**config.mk**
```make
export PLATFORM = sky130hd
export DESIGN_NAME = seq_alu_flat
export DESIGN_NICKNAME = d
export VERILOG_FILES = /design/src/rtl/seq_alu_if.sv /design/src/rtl/seq_alu.sv /design/src/flat_wrapper.sv
export SDC_FILE = /design/constraint.sdc
export NUM_CORES = 1
export LEC_CHECK = 0
export ABC_AREA = 1
export CAP_MARGIN = 20
export CORE_ASPECT_RATIO = 0.9
export CORE_MARGIN = 2
export CORE_UTILIZATION = 35
export CTS_CLUSTER_DIAMETER = 100
export DETAILED_ROUTE_END_ITERATION = 8
export DONT_BUFFER_PORTS = 1
export SLEW_MARGIN = 30
export SYNTH_ARGS = -nofsm -noshare
export SYNTH_HDL_FRONTEND = slang
export SYNTH_SLANG_ARGS = --single-unit
export TNS_END_PERCENT = 50
```
**constraint.sdc**
```tcl
create_clock -name clk -period 2.85 [get_ports clk]
set_clock_uncertainty 0.15 [all_clocks]
set_input_delay 0.57 -clock clk [delete_from_list [all_inputs] [get_ports clk]]
set_output_delay 0.57 -clock clk [all_outputs]
set_load 0.005 [all_outputs]
```
**src/rtl/seq_alu_if.sv**
```systemverilog
// seq_alu_if: ready/valid operand and result bus of seq_alu
interface seq_alu_if #(parameter int WIDTH = 16);
  logic in_valid, in_ready, out_valid, out_ready, illegal;
  logic [15:0] instr;
  logic [WIDTH-1:0] rn, rm, rd;
  logic [3:0] flags;
  modport master (output in_valid, instr, rn, rm, out_ready, input in_ready, out_valid, rd, flags, illegal);
  modport slave (input in_valid, instr, rn, rm, out_ready, output in_ready, out_valid, rd, flags, illegal);
endinterface

```
**src/rtl/seq_alu.sv**
```systemverilog
// seq_alu: registered A-type ALU with N/Z/C/V flags and ready/valid handshake
// SEQ_ALU_MUL_EN adds the multi-cycle shift-add multiplier (op 5)
module seq_alu #(parameter int WIDTH = 16) (
  input logic clk,
  input logic reset,
  seq_alu_if.slave bus
);
  localparam logic [4:0] OP_ADD = 5'd0, OP_EQUAL = 5'd1, OP_OR = 5'd2, OP_AND = 5'd3, OP_MINUS = 5'd4;
`ifdef SEQ_ALU_MUL_EN
  localparam logic [4:0] OP_MUL = 5'd5, OP_MAX = 5'd5;
  typedef enum logic [1:0] {IDLE, BUSY, DONE} state_t;
  logic [2*WIDTH-1:0] prod, mcand;
  logic [WIDTH-1:0] mplr, cnt;
`else
  localparam logic [4:0] OP_MAX = 5'd4;
  typedef enum logic [1:0] {IDLE, DONE} state_t;
`endif
  localparam int M = WIDTH - 1;
  state_t state, nxt;
  logic [4:0] op;
  logic a_type, is_mul, acc, fin, ill, c, v;
  logic [WIDTH:0] sum, dif;
  logic [WIDTH-1:0] res;
  logic [3:0] fl;
  always_comb begin
    op = bus.instr[13:9];
    a_type = bus.instr[15:14] == 2'b00;
    sum = {1'b0, bus.rn} + {1'b0, bus.rm};
    dif = {1'b0, bus.rn} + {1'b0, ~bus.rm} + 1'b1;
    ill = a_type && op > OP_MAX;
    res = !a_type || ill ? '0 :
          op == OP_ADD   ? sum[M:0] :
          op == OP_EQUAL ? bus.rn :
          op == OP_OR    ? bus.rn | bus.rm :
          op == OP_AND   ? bus.rn & bus.rm :
          op == OP_MINUS ? dif[M:0] : '0;
    c = a_type && (op == OP_ADD ? sum[WIDTH] : op == OP_MINUS ? dif[WIDTH] : 1'b0);
    v = a_type && (op == OP_ADD ? bus.rn[M] == bus.rm[M] && sum[M] != bus.rn[M] :
                   op == OP_MINUS ? bus.rn[M] != bus.rm[M] && dif[M] != bus.rn[M] : 1'b0);
    fl = a_type && !ill ? {res[M], res == '0, c, v} : 4'b0000;
`ifdef SEQ_ALU_MUL_EN
    is_mul = a_type && op == OP_MUL;
    fin = state == BUSY && cnt == WIDTH'(WIDTH);
`else
    is_mul = 1'b0;
    fin = 1'b0;
`endif
    bus.in_ready = state == IDLE || (state == DONE && bus.out_ready);
    bus.out_valid = state == DONE;
    acc = bus.in_valid && bus.in_ready;
`ifdef SEQ_ALU_MUL_EN
    nxt = acc ? (is_mul ? BUSY : DONE) : fin ? DONE : (state == DONE && bus.out_ready) ? IDLE : state;
`else
    nxt = acc ? DONE : (state == DONE && bus.out_ready) ? IDLE : state;
`endif
  end
  always_ff @(posedge clk or posedge reset)
    if (reset) begin
      state <= IDLE;
      bus.rd <= '0;
      bus.flags <= '0;
      bus.illegal <= 1'b0;
`ifdef SEQ_ALU_MUL_EN
      prod <= '0;
      mcand <= '0;
      mplr <= '0;
      cnt <= '0;
`endif
    end else begin
      state <= nxt;
      if (acc && !is_mul) begin
        bus.rd <= res;
        bus.flags <= fl;
        bus.illegal <= ill;
      end
`ifdef SEQ_ALU_MUL_EN
      // operands are captured here so later input changes cannot disturb the product
      if (acc && is_mul) begin
        prod <= '0;
        mcand <= {{WIDTH{1'b0}}, bus.rn};
        mplr <= bus.rm;
        cnt <= '0;
      end else if (state == BUSY && !fin) begin
        prod <= mplr[0] ? prod + mcand : prod;
        mcand <= mcand << 1;
        mplr <= mplr >> 1;
        cnt <= cnt + 1'b1;
      end
      if (fin) begin
        bus.rd <= prod[M:0];
        bus.flags <= {prod[M], prod[M:0] == '0, |prod[2*WIDTH-1:WIDTH], 1'b0};
        bus.illegal <= 1'b0;
      end
`endif
    end
endmodule

```
**src/flat_wrapper.sv**
```systemverilog
// flat-port wrapper written by rule: the top's interface ports become plain ports
module seq_alu_flat 
#(parameter int WIDTH = 16)
  (clk, reset, bus_in_valid, bus_instr, bus_rn, bus_rm, bus_out_ready, bus_in_ready, bus_out_valid, bus_rd, bus_flags, bus_illegal);
  seq_alu_if #(.WIDTH(WIDTH)) bus_i ();
  input logic clk;
  input logic reset;
  input wire logic [$bits(bus_i.in_valid)-1:0] bus_in_valid;
  input wire logic [$bits(bus_i.instr)-1:0] bus_instr;
  input wire logic [$bits(bus_i.rn)-1:0] bus_rn;
  input wire logic [$bits(bus_i.rm)-1:0] bus_rm;
  input wire logic [$bits(bus_i.out_ready)-1:0] bus_out_ready;
  output wire logic [$bits(bus_i.in_ready)-1:0] bus_in_ready;
  output wire logic [$bits(bus_i.out_valid)-1:0] bus_out_valid;
  output wire logic [$bits(bus_i.rd)-1:0] bus_rd;
  output wire logic [$bits(bus_i.flags)-1:0] bus_flags;
  output wire logic [$bits(bus_i.illegal)-1:0] bus_illegal;
  assign bus_i.in_valid = bus_in_valid;
  assign bus_i.instr = bus_instr;
  assign bus_i.rn = bus_rn;
  assign bus_i.rm = bus_rm;
  assign bus_i.out_ready = bus_out_ready;
  assign bus_in_ready = bus_i.in_ready;
  assign bus_out_valid = bus_i.out_valid;
  assign bus_rd = bus_i.rd;
  assign bus_flags = bus_i.flags;
  assign bus_illegal = bus_i.illegal;
  seq_alu #(.WIDTH(WIDTH)) u_core (.clk(clk), .reset(reset), .bus(bus_i));
endmodule
```
Yosys cells after proc, flatten, opt, wreduce, memory -nomap -nowiden
Cells that the tools add are included.
{"block": "op_classes", "n_addsub": 3, "n_mul": 0, "div": 0, "order_cmp": 1, "eq_ne": 9, "shift": 0, "mux": 13, "bitwise": 3, "n_reduce_logical": 17}
{"op": "two-way mux 16 bit", "n": 6}
{"op": "adder 16 x 16 -> 17 bit", "n": 2}
{"op": "adder 17 x 1 -> 17 bit (second input constant)", "n": 1}
{"op": "AND 16 bit", "n": 1}
{"op": "logical NOT 16 bit", "n": 1}
{"op": "inverter 16 bit", "n": 1}
{"op": "OR 16 bit", "n": 1}
{"op": "== test 5 x 2 -> 1 bit (second input constant)", "n": 2}
{"op": "logical AND 1 bit", "n": 8}
{"op": "== test 5 x 1 -> 1 bit (second input constant)", "n": 1}
{"op": "== test 5 x 3 -> 1 bit (second input constant)", "n": 1}
{"op": "> comparator 5 x 3 -> 1 bit (second input constant)", "n": 1}
{"op": "logical NOT 5 bit", "n": 1}
{"op": "logical NOT 2 bit", "n": 2}
{"op": "two-way mux 1 bit", "n": 4}
{"op": "two-way mux 2 bit", "n": 2}
{"op": "two-way mux 4 bit", "n": 1}
{"op": "!= test 1 bit", "n": 3}
{"op": "== test 2 x 1 -> 1 bit (second input constant)", "n": 1}
{"op": "logical NOT 1 bit", "n": 2}
{"op": "logical OR 1 bit", "n": 2}
{"op": "nonzero test 2 bit", "n": 1}
{"op": "== test 1 bit", "n": 1}
{"block": "totals", "register_bits": 23, "latchBits": 0, "mem_bits_rw": 0, "rom_bits": 0, "inputBits": 52, "output_inout_bits": 23, "elab_cells": 50, "memories": 0}

Logic depth before layout (Yosys ltp)
Gate-level depths: netlist of run 1.
{"block": "logic_depth", "word_depth": 11, "ltp_mapped": 18, "depth_no_buf": 18}

Worst setup path before layout of run 1
OpenSTA, ideal clock, no wires.
{"block": "synth_timing", "kind": "input-to-reg", "startpoint": "input port bus_rm[0]", "endpoint": "register u_core.bus.flags[2]", "setup_time_ns": 0.066, "arrival_time_ns": 2.161, "t_required_ns": 2.634, "path_slack_ns": 0.474, "path_stages": 12, "path_buffers": 0, "path_cell_list": "ha_1 > fa_1 > or2_2 > a21oi_1 > nor2_1 > nand2_1 > nand2_1 > nor2_1 > nand3_1 > nor2_1 > nand4_1 > nand2_1"}
{"block": "synth_between", "elab_chain_cells": 11, "elab_cells_between_ends": 14, "cone_classes": "3 x add/sub; 7 x mux; 3 x bitwise; 1 x reduce/logical"}
{"item": "from (decl)", "line": "flat_wrapper.sv:11", "text": "input wire logic [$bits(bus_i.rm)-1:0] bus_rm;"}
{"item": "inverter 16 bit", "line": "seq_alu.sv:29", "text": "dif = {1'b0, bus.rn} + {1'b0, ~bus.rm} + 1'b1;"}
{"item": "adder 16 x 16 -> 17 bit", "line": "seq_alu.sv:29"}
{"item": "adder 17 x 1 -> 17 bit", "line": "seq_alu.sv:29"}
{"item": "two-way mux 16 bit", "line": "seq_alu.sv:36", "text": "op == OP_MINUS ? dif[M:0] : '0;"}
{"item": "two-way mux 16 bit", "line": "seq_alu.sv:35", "text": "op == OP_AND ? bus.rn & bus.rm :"}
{"item": "two-way mux 16 bit", "line": "seq_alu.sv:34", "text": "op == OP_OR ? bus.rn | bus.rm :"}
{"item": "two-way mux 16 bit", "line": "seq_alu.sv:33", "text": "op == OP_EQUAL ? bus.rn :"}
{"item": "two-way mux 16 bit *", "line": "seq_alu.sv:32", "text": "op == OP_ADD ? sum[M:0] :"}
{"item": "two-way mux 16 bit *", "line": "seq_alu.sv:31", "text": "res = !a_type || ill ? '0 :"}
{"item": "logical NOT 16 bit *", "line": "seq_alu.sv:40", "text": "fl = a_type && !ill ? {res[M], res == '0, c, v} : 4'b0000;"}
{"item": "two-way mux 4 bit *", "line": "seq_alu.sv:40"}
{"item": "to (signal assigned)", "line": "seq_alu.sv:73", "text": "bus.flags <= fl;"}
{"item": "to (decl)", "line": "seq_alu_if.sv:8", "text": "modport slave (input in_valid, instr, rn, rm, out_ready, output in_ready, out_valid, rd, flags, illegal);"}
Every way passes the cells marked *; elsewhere a longest branch is shown, timed or not.
A chain may end at the register's enable or synchronous reset.

Worst setup path after layout of run 1
{"block": "layout_timing", "startpoint": "input port bus_rn[0]", "endpoint": "register u_core.bus.flags[2]"}
{"block": "layout_between", "elab_chain_cells": 10, "elab_cells_between_ends": 13, "cone_classes": "3 x add/sub; 7 x mux; 2 x bitwise; 1 x reduce/logical"}
{"item": "from (decl)", "line": "flat_wrapper.sv:10", "text": "input wire logic [$bits(bus_i.rn)-1:0] bus_rn;"}
{"item": "adder 16 x 16 -> 17 bit", "line": "seq_alu.sv:29"}
{"item": "adder 17 x 1 -> 17 bit", "line": "seq_alu.sv:29"}
{"item": "two-way mux 16 bit", "line": "seq_alu.sv:36"}
{"item": "two-way mux 16 bit", "line": "seq_alu.sv:35"}
{"item": "two-way mux 16 bit", "line": "seq_alu.sv:34"}
{"item": "two-way mux 16 bit", "line": "seq_alu.sv:33"}
{"item": "two-way mux 16 bit *", "line": "seq_alu.sv:32"}
{"item": "two-way mux 16 bit *", "line": "seq_alu.sv:31"}
{"item": "logical NOT 16 bit *", "line": "seq_alu.sv:40"}
{"item": "two-way mux 4 bit *", "line": "seq_alu.sv:40"}
Marks and branches as above.

==> reports/results.ini, run 1 <==
[status]
outcome = finished clean

[critical_path]
critPathBufInv = 3
worst_path_most_repeated_cell = nand2_1
critPathLaunchType = input pin
cp_cell_sequence = inv_1, ha_1, inv_1, fa_1, nand2_1, nand2_1, nand2_1, inv_1, nand3_1, nand3_1, nand3_1, nand4_1, nand2_1, nand3_1, nor2_1, nand4_1, nand2_1
arrival_ns = 2.56
cpPeakStageDelay_ns = 0.41
r2r-start = u_core.state[0]
setup.worst_path.class = in2reg
worstPathRequired_ns = 2.89
crit_fanout = 3
critPathLaunch = bus_rn[0]
crit_slowest_cell = fa_1
cp-end-kind = register
cp_top_family = simple AND/OR/NAND/NOR gates

[sta]
max_freq_mhz = 396.9
setup_tns_ns = 0
period_share_pct = 88.41
whs_ns = 0.1860
period_needed_ns = 2.520
setup_slack_ns = 0.3305
finalHoldViolCount = 0
slew-limit-headroom_pct = 50.02
worstMarginPinSlew_ns = 0.7489
rsz0062_at_grt = no
setup_viol = 0
drv_slew = 0

[clock_tree]
clk_pin_slew_ns = 0.06
cts_hold_buf = 0
cts_tree = yes
cts_buffer_depth = 2
clockRootBuffer = clkbuf_16
cts-htree-levels = 1
cts_resized = 0
clock_latency_ns = 0.25
numCtsBuffers = 3
postCtsSetupBuffers = 0
clock_sinks = 21

[power]
leakagePower_nw = 2.109
power_switching_uw = 418.8
vdd_drop_max_mv = 0.3660
p_clk_share_pct = 27.9
p_total_mw = 1.054
powerDensity_nw_per_um2 = 275.1
netSwitchingFraction_pct = 39.72
p_int_uw = 635.6
p_comb_share_pct = 43.0
p_seq_share_pct = 29.1

[synth]
netlist_instances = 614
ys_seq_area_share_pct = 14.55
synth_area_um2 = 3612
yosysWarningCount = 0
synth_compound_area_share_pct = 14.34
post_synth.cell_area_avg_um2 = 5.883
synth-seq-cells = 21
synth_top_family_by_area = simple AND/OR/NAND/NOR gates
synth_xor_area_share_pct = 0.4849
synth_cell_types = 35
synthAdderAreaFrac_pct = 17.73
synth-simple-area-share_pct = 39.52
synth_mux_area_share_pct = 0
synth_nets = 716

[routing]
drt_iter0_drc = 371
detail_route.vias_per_cell = 5.256
totalWireLength_mm = 11.00
drc_errors = 0
vias = 3879
wl_per_cell_um = 14.90
antenna_left = 0
drtPass1Iterations = 5

[global_route]
grt_use_total_pct = 19.55
overflow = 0
antenna_found_initial = 0
grt_pass1_vias = 3560
grt_max_degree = 38
grt_pass1_wl_mm = 17.99

[die]
dieArea_um2 = 11150
die_w_um = 111.1
chipHeight_um = 100.4
top_level_ports = 75
rows = 35
core-area_um2 = 10160
initial_core_util_pct = 35.55

[layout]
multi_input_area_um2 = 2604
instances_no_fill = 738
final_cell_mix = nand2_1 (163), inv_1 (96), nand3_1 (56)
num-nets-final = 712
fin_area_um2 = 3832
drive_gt1_share_pct = 7.882
antenna_cells = 0
final_core_util_pct = 37.72
fill_cells = 1125
regArea_um2 = 525.5
final_common_cell = nand2_1
syn2layout_area_growth_pct = 6.096

[worst_hold_path]
min_path_type = in2async

[place]
io_buffer_count = 0
dpl_worst_slack_ns = 0.1328
place_inst = 734
hpwlAfterDp_mm = 9.065
placed_area_um2 = 3752
gp_congestion = 0.9988

[job]
max_cap_violations = 0

final cells by class:
class,instances,area share (%)
clock inverter,1,0.1306
multi-input combinational,473,67.94
sequential,21,13.71
clock buffer,3,1.959
inverter,99,9.696
tap,129,4.212
timing repair buffer,12,2.351
metal layers:
layer,wire length (um),global-route usage [%],vias up
li1,-,-,1952
met1,5445,30.14,1750
met2,4369,28.08,163
met3,1002,3.321,14
met4,182,4.748,0
met5,0,0,-
sequential cells by signal, summed over array words and instances, names as in the netlist:
signal / cells
u_core.bus.rd: 15
u_core.bus.illegal: 1
u_core.bus.flags: 4
u_core.state: 1
cells by family (layout without fill, tap and decap cells):
family,Yosys count,after routing
simple gates,325,325
compound gates,96,96
flops,21,21
buf+inv,120,115
fa+ha+maj,50,50
xor+xnor,2,2
cell usage after synthesis, drive strengths merged:
cell type	number	share of area [%]
buf	15	2.4
xor2	1	0.24
nor3	2	0.42
a21oi	49	7.0
nor2	57	6.1
xnor2	1	0.24
nor4	1	0.17
fa	2	1.1
a31oi	2	0.35
o41ai	1	0.24
o21ai	35	4.8
o2111ai	1	0.24
nand3	58	8.3
dfrtp	21	15
inv	99	10
or2	15	2.6
o21bai	3	0.62
clkbuf	6	0.66
nand4	22	3.8
a21o	2	0.42
ha	48	17
o211ai	1	0.21
o31ai	2	0.42
nand2	170	18
final timing paths:
| check | endpoint | slack [ns] | depth (start not counted) |
|---|---|---|---|
| setup / recovery | u_core.bus.flags[2] | 0.33 | 17 |
| hold / removal | u_core.bus.rd[13] | 0.19 | 1 |
| setup reg to reg | u_core.bus.flags[2] | 1.27 | 9 |
| hold reg to reg | u_core.bus.illegal | 0.35 | 2 |
| max in group asynchronous | u_core.bus.rd[4] | 1.90 | 1 |
| min in group clk | u_core.bus.illegal | 0.26 | 1 |
power groups by stage:
stage	sequential, mW	combinational (mW)	clock [mW]
floorplan	0.311	0.339	0
global placement	0.312	0.435	0
detailed placement	0.312	0.441	0
CTS	0.307	0.443	0.298
global route	0.307	0.514	0.310
finish	0.307	0.453	0.294
Power figures use the tool's default switching activity.
==> run 2: changes to the inputs <==
--- a/config.mk
+++ b/config.mk
@@ -7,12 +7,13 @@
 export LEC_CHECK = 0
 export ABC_AREA = 1
 export CAP_MARGIN = 20
-export CORE_ASPECT_RATIO = 0.9
+export CORE_ASPECT_RATIO = 1.75
 export CORE_MARGIN = 2
 export CORE_UTILIZATION = 35
 export CTS_CLUSTER_DIAMETER = 100
 export DETAILED_ROUTE_END_ITERATION = 8
 export DONT_BUFFER_PORTS = 1
+export PLACE_DENSITY_LB_ADDON = 0.1
 export SLEW_MARGIN = 30
 export SYNTH_ARGS = -nofsm -noshare
 export SYNTH_HDL_FRONTEND = slang
==> run 2 against run 1 <==
Against the previous run: first-iteration DRC count shrank 45%; cell count grew 0.54%; critical path depth shrank 2; utilization grew 0.34 points; sequential cell count is the same; global-route usage grew 2.0 points; via count shrank 0.13%; fmax shrank 0.77%; register-to-register slack lost 0.03 ns; non-clock buffer count grew 6; critical path type unchanged.
==> reports/results.ini, run 2 (synthesis gave the netlist of run 1 again) <==
[place]
placed_area_um2 = 3795  ; +1.1%
gp_congestion = 0.9306  ; -6.8%
hpwlAfterDp_mm = 10.00  ; +10%
place_inst = 738  ; +0.54%
io_buffer_count = 0  ; unchanged

[critical_path]
r2r-start = u_core.state[0]
worstPathRequired_ns = 2.89  ; about the same
crit_fanout = 7  ; +4
setup.worst_path.class = in2reg
critPathLaunch = bus_rm[3]
critPathLaunchType = input pin
arrival_ns = 2.58  ; +0.02 ns
cp-end-kind = register

[clock_tree]
cts_resized = 0  ; unchanged
cts_buffer_depth = 2  ; unchanged
clock_sinks = 21  ; unchanged
clockRootBuffer = clkbuf_16
numCtsBuffers = 3  ; unchanged
cts_hold_buf = 0  ; unchanged
cts-htree-levels = 1  ; unchanged
clk_pin_slew_ns = 0.05  ; about the same
cts_tree = yes
clock_latency_ns = 0.25  ; about the same
postCtsSetupBuffers = 0  ; unchanged

[routing]
drtPass1Iterations = 5  ; unchanged
drt_iter0_drc = 205  ; -45%
detail_route.vias_per_cell = 5.221  ; -0.67%
totalWireLength_mm = 11.86  ; +7.8%
drc_errors = 0  ; unchanged
antenna_left = 0  ; unchanged
vias = 3874  ; -0.13%
wl_per_cell_um = 15.99  ; +7.3%

[sta]
setup_viol = 0  ; unchanged
setup_tns_ns = 0  ; unchanged
worstMarginPinSlew_ns = 0.7697  ; +0.02077 ns
slew-limit-headroom_pct = 48.63  ; -1.4 points
max_freq_mhz = 393.8  ; -0.77%
drv_slew = 0  ; unchanged
period_share_pct = 89.09  ; +0.69 points
period_needed_ns = 2.539  ; +0.01957 ns
finalHoldViolCount = 0  ; unchanged
rsz0062_at_grt = no

[job]
max_cap_violations = 0  ; unchanged

[global_route]
antenna_found_initial = 0  ; unchanged
grt_pass1_wl_mm = 18.73  ; +4.1%
grt_use_total_pct = 21.59  ; +2.0 points
grt_pass1_vias = 3786  ; +6.3%
overflow = 0  ; unchanged
grt_max_degree = 38  ; unchanged

[layout]
fin_area_um2 = 3874  ; +1.1%
final_cell_mix = nand2_1 (163), inv_1 (96), nand3_1 (56)
num-nets-final = 718  ; +0.84%
largest_register_ffs = 15  ; unchanged
drive_gt1_share_pct = 8.618  ; +0.74 points
fill_cells = 1185  ; +5.3%
syn2layout_area_growth_pct = 7.239
final_core_util_pct = 38.06  ; +0.34 points
final_common_cell = nand2_1
top_register = u_core.bus.rd
reg_top3 = u_core.bus.rd (15), u_core.bus.flags (4)
instances_no_fill = 742  ; +0.54%
multi_input_area_um2 = 2604  ; unchanged
regArea_um2 = 525.5  ; unchanged
antenna_cells = 0  ; unchanged

[power]
powerDensity_nw_per_um2 = 274.8  ; -0.13%
leakagePower_nw = 2.134  ; +1.2%
vdd_drop_max_mv = 0.2371  ; -35%

[die]
initial_core_util_pct = 35.49  ; -0.061 points
rows = 49  ; +40%
chipHeight_um = 138.4  ; +38%
core-area_um2 = 10180  ; +0.17%
top_level_ports = 75  ; unchanged
die_w_um = 80.80  ; -27%
dieArea_um2 = 11180  ; +0.28%

[status]
outcome = finished clean

[worst_hold_path]
min_path_type = in2async

## run 2: cell type report
| type | instances | area share [%] |
|---|---|---|
| multi-input combinational | 473 | 67.22 |
| sequential | 21 | 13.57 |
| timing repair buffer | 18 | 3.488 |
| tap | 127 | 4.102 |
| clock buffer | 4 | 2.035 |
| inverter | 99 | 9.593 |
## run 2: metal layers
metal	up-vias	track usage [%]	share of wire (%)
li1	1965	-	-
met1	1770	22.33	36
met2	110	41.84	56
met3	29	1.828	3.7
met4	0	9.813	5.3
met5	-	0	0
## run 2: metrics by stage
step | hold WS [ns] | worst slack (ns) | total power, mW
floorplan | 0.3199 | 0.4735 | 0.6502
global placement | 0.3432 | 0.06686 | 0.7733
detailed placement | 0.3523 | 0.05533 | 0.7758
CTS | 0.2275 | 0.2874 | 1.069
global route | 0.2682 | 0.04107 | 1.148
finish | 0.1963 | 0.3109 | 1.064
## run 2: where the power goes
part / switching (mW) / total (mW) / internal, mW
registers: 0.00377 / 0.307 / 0.303
logic: 0.314 / 0.467 / 0.154
clock network: 0.100 / 0.290 / 0.190
## run 2: path summary, 6_finish.rpt
| kind | to | slack [ns] | cells past startpoint |
|---|---|---|---|
| max | u_core.bus.flags[2] | 0.31 | 15 |
| min | u_core.state[0] | 0.20 | 1 |
| max reg2reg | u_core.bus.flags[2] | 1.24 | 9 |
| min reg2reg | u_core.bus.flags[1] | 0.36 | 2 |
| max in group asynchronous | u_core.bus.rd[5] | 1.87 | 1 |
| min in group clk | u_core.bus.illegal | 0.28 | 1 |
## run 2: critical path, stage by stage
cell and delay [ns]:
inv_1 0.03, ha_1 0.41, nor2_1 0.22, nand3_1 0.13, nand3_2 0.15, nand2_1 0.08
nand2_1 0.11, nand2_1 0.06, nand3_1 0.10, nand4_1 0.18, nand2_1 0.14, nand3_1 0.07
nor2_1 0.11, nand4_1 0.12, nand2_1 0.08
==> run 3: changes to the inputs <==
--- a/config.mk
+++ b/config.mk
@@ -5,7 +5,6 @@
 export SDC_FILE = /design/constraint.sdc
 export NUM_CORES = 1
 export LEC_CHECK = 0
-export ABC_AREA = 1
 export CAP_MARGIN = 20
 export CORE_ASPECT_RATIO = 1.75
 export CORE_MARGIN = 2
==> constraint.sdc (replaced) <==
create_clock -name clk -period 2.85 [get_ports clk]
set_clock_uncertainty 0.15 [all_clocks]
set_input_delay 0.285 -clock clk [delete_from_list [all_inputs] [get_ports clk]]
set_output_delay 0.285 -clock clk [all_outputs]
set_load 0.005 [all_outputs]
==> run 3 against run 2 <==
Against the previous run: count of clock-buffer cells in the layout unchanged; global-route usage increased by 3.3 points; critical path depth shrank 2; first-iteration DRC count grew 12%; sequential share of layout area decreased by 1.6 points; synthesized cell count fell by 19%; synthesized area is 3.1% higher; final area up 14%; register-to-register slack worse by 0.23 ns; wire length is 17% higher; via count rose by 2.6%; sequential cell count unchanged; critical path type unchanged; critical endpoint unchanged; largest power group unchanged.
==> reports/results.ini, run 3 <==
[status]
outcome = finished clean

[routing]
totalWireLength_mm = 13.93  ; +17%
drt_iter0_drc = 230  ; +12%
detail_route.vias_per_cell = 5.903  ; +13%
antenna_left = 0  ; unchanged
vias = 3973  ; +2.6%
drc_errors = 0  ; unchanged
drtPass1Iterations = 4  ; -1
wl_per_cell_um = 20.69  ; +29%

[synth]
synth_edf_count = 0  ; unchanged
post_synth.cell_area_avg_um2 = 7.495  ; +27%
yosysTopAreaCell = ha_1
synth_nets = 599  ; -16%
async_flop_share_pct = 100.0  ; unchanged
synth_area_leaders = ha_1 (16%), dfrtp_1 (14%), inv_1 (5.0%)
synth_commonest_cells = inv_1 (50), ha_1 (48), nand2_1 (39), a21oi_1 (34), o21ai_0 (34)
ys_seq_area_share_pct = 14.11  ; -0.44 points
netlist.area_leader.share_pct = 16.12  ; -0.81 points
synth_area_um2 = 3725  ; +3.1%
netlist_instances = 497  ; -19%
synth_cell_types = 72  ; +110%
synth-seq-cells = 21  ; unchanged
yosysWarningCount = 0  ; unchanged
synth_ff_type = dfrtp_1
yosysMostFrequentCell = inv_1

[sta]
rsz0062_at_grt = yes
period_needed_ns = 2.714  ; +0.1750 ns
drv_slew = 0  ; unchanged
worstMarginPinSlew_ns = 0.7988  ; +0.02906 ns
setup_viol = 0  ; unchanged
setup_slack_ns = 0.1359  ; -0.1750 ns
finalHoldViolCount = 0  ; unchanged
period_share_pct = 95.23  ; +6.1 points
slew-limit-headroom_pct = 46.69  ; -1.9 points
max_freq_mhz = 368.4  ; -6.4%

[layout]
fill_cells = 1116  ; -5.8%
syn2layout_area_growth_pct = 18.34
reg_top3 = u_core.bus.rd (15), u_core.bus.flags (4)
multi_input_area_um2 = 2897  ; +11%
final_cell_mix = buf_4 (72), inv_1 (50), ha_1 (48)
final_core_util_pct = 42.80  ; +4.7 points
drive_gt1_share_pct = 17.95  ; +9.3 points
largest_register_ffs = 15  ; unchanged
instances_no_fill = 673  ; -9.3%
antenna_cells = 0  ; unchanged
regArea_um2 = 525.5  ; unchanged
num-nets-final = 649  ; -9.6%
final_common_cell = buf_4
top_register = u_core.bus.rd

[critical_path]
critPathLaunchType = input pin
r2r_slack_ns = 1.01  ; -0.23 ns
setup.worst_path.class = in2reg
r2r_cells = 5  ; -4
r2r-start = u_core.state[0]
cp-end-kind = register
timing.rr.end = u_core.bus.illegal
crit_fanout = 4  ; -3
worstPathRequired_ns = 2.89  ; about the same
arrival_ns = 2.75  ; +0.17 ns

[die]
chipHeight_um = 140.5  ; +1.5%
initial_core_util_pct = 36.16  ; +0.67 points
top_level_ports = 75  ; unchanged
rows = 49  ; unchanged
die_w_um = 81.98  ; +1.5%
dieArea_um2 = 11520  ; +3.0%
core-area_um2 = 10300  ; +1.2%

[clock_tree]
clk_pin_slew_ns = 0.06  ; about the same
cts-htree-levels = 1  ; unchanged
clockRootBuffer = clkbuf_16
clock_sinks = 21  ; unchanged
cts_buffer_depth = 2  ; unchanged
cts_tree = yes
numCtsBuffers = 3  ; unchanged
postCtsSetupBuffers = 0  ; unchanged
clock_latency_ns = 0.25  ; about the same

[global_route]
grt_max_degree = 30  ; -21%
overflow = 0  ; unchanged
grt_pass1_vias = 4228  ; +12%
antenna_found_initial = 0  ; unchanged
grt_use_total_pct = 24.90  ; +3.3 points
grt_pass1_wl_mm = 21.98  ; +17%

[place]
place_inst = 667  ; -9.6%
dpl_worst_slack_ns = -0.1798  ; -0.2351 ns
hpwlAfterDp_mm = 11.46  ; +15%
io_buffer_count = 0  ; unchanged
gp_congestion = 0.9808  ; +5.4%

[power]
leakagePower_nw = 2.068  ; -3.1%
powerDensity_nw_per_um2 = 268.6  ; -2.3%
p_total_mw = 1.184  ; +11%
vdd_drop_max_mv = 0.4844  ; +100%

[worst_hold_path]
hold_end = u_core.bus.illegal
hp-start = bus_instr[14]
min_path_type = in2reg
holdPathStages = 2

[job]
max_cap_violations = 0  ; unchanged

run 3: cell types whose count changed after synthesis, moves of 12 or more:
cell,before,now
nand4_1,22,5
nand2b_1,0,12
nor2_1,55,24
nor3_1,1,18
nand2_1,163,39
nand3_1,56,10
inv_1,96,50
a21oi_1,47,34
a211oi_1,0,12
or2_2,15,1
run 3: metal layers:
| layer | global-route usage, % | up-vias | wire length (um) |
|---|---|---|---|
| li1 | - | 1912 | - |
| met1 | 26.18 | 1906 | 5079 |
| met2 | 48.14 | 114 | 7652 |
| met3 | 2.513 | 41 | 491 |
| met4 | 9.474 | 0 | 703 |
| met5 | 0 | - | 0 |
run 3: where the power goes:
part | switching, mW | leakage (nW) | internal (mW)
sequential | 0.00356 | 0.289 | 0.303
clock | 0.0994 | 0.0382 | 0.190
combinational | 0.332 | 1.74 | 0.256
total | 0.435 | 2.07 | 0.749
run 3: layout make-up:
type                            count  area share [%]
Inverter                           50           4.258
Multi-Input combinational cell    397           65.71
Clock buffer                        4           1.788
Sequential cell                    21           11.92
Timing Repair Buffer               74           12.72
Tap cell                          127           3.605
run 3: kinds of logic (layout without fill, tap and decap cells):
group | after synthesis | count (layout) | share of synthesized area [%]
multiplexers | 17 | 17 | 4.837
flip-flops | 21 | 21 | 14.11
AND/OR/NAND/NOR | 157 | 157 | 22.47
adder cells (fa/ha/maj) | 50 | 50 | 17.20
XOR/XNOR | 10 | 10 | 2.352
buffers and inverters | 79 | 128 | 8.767
AO/OA/AOI/OAI | 163 | 163 | 30.27
run 3: repair_timing:
action | in CTS | in global routing
gates resized for setup | 0 | 8
setup endpoints to repair | 0 | 4
hold buffers | 2 | 0
hold endpoints to repair | 22 | 0
run 3: metrics by stage:
stage	TNS, ns	hold WS [ns]	area, um^2
finish	0	0.1415	4408
global route	-0.1015	0.1491	4408
CTS	0	0.1509	4384
detailed placement	-0.7833	0.2084	4285
global placement	-0.6456	0.2060	4285
floorplan	0	0.1115	3725
run 3: critical path: stages:
cell      delay, ns
inv_1          0.03
ha_1           0.35
buf_4          0.14
o21ai_0        0.13
o21ai_2        0.26
a21oi_1        0.17
buf_4          0.16
o311ai_1       0.31
o211ai_1       0.25
xnor2_1        0.18
o221ai_1       0.27
nand4_1        0.13
nand2_1        0.09
run 3: how the worst max path moves through the flow:
stage,from,endpoint,slack [ns],depth (start not counted)
5_1_grt,bus_rm[2],u_core.bus.flags[2],-0.07,13
6_report,bus_rn[2],u_core.bus.flags[2],0.14,13
2_1_floorplan,bus_rm[0],u_core.bus.flags[2],0.21,11
4_1_cts,bus_rm[0],u_core.bus.flags[2],0.07,12
3_5_place_dp,bus_rm[0],u_core.bus.flags[2],-0.18,12
3_3_place_gp,bus_rm[2],u_core.bus.flags[2],-0.18,13
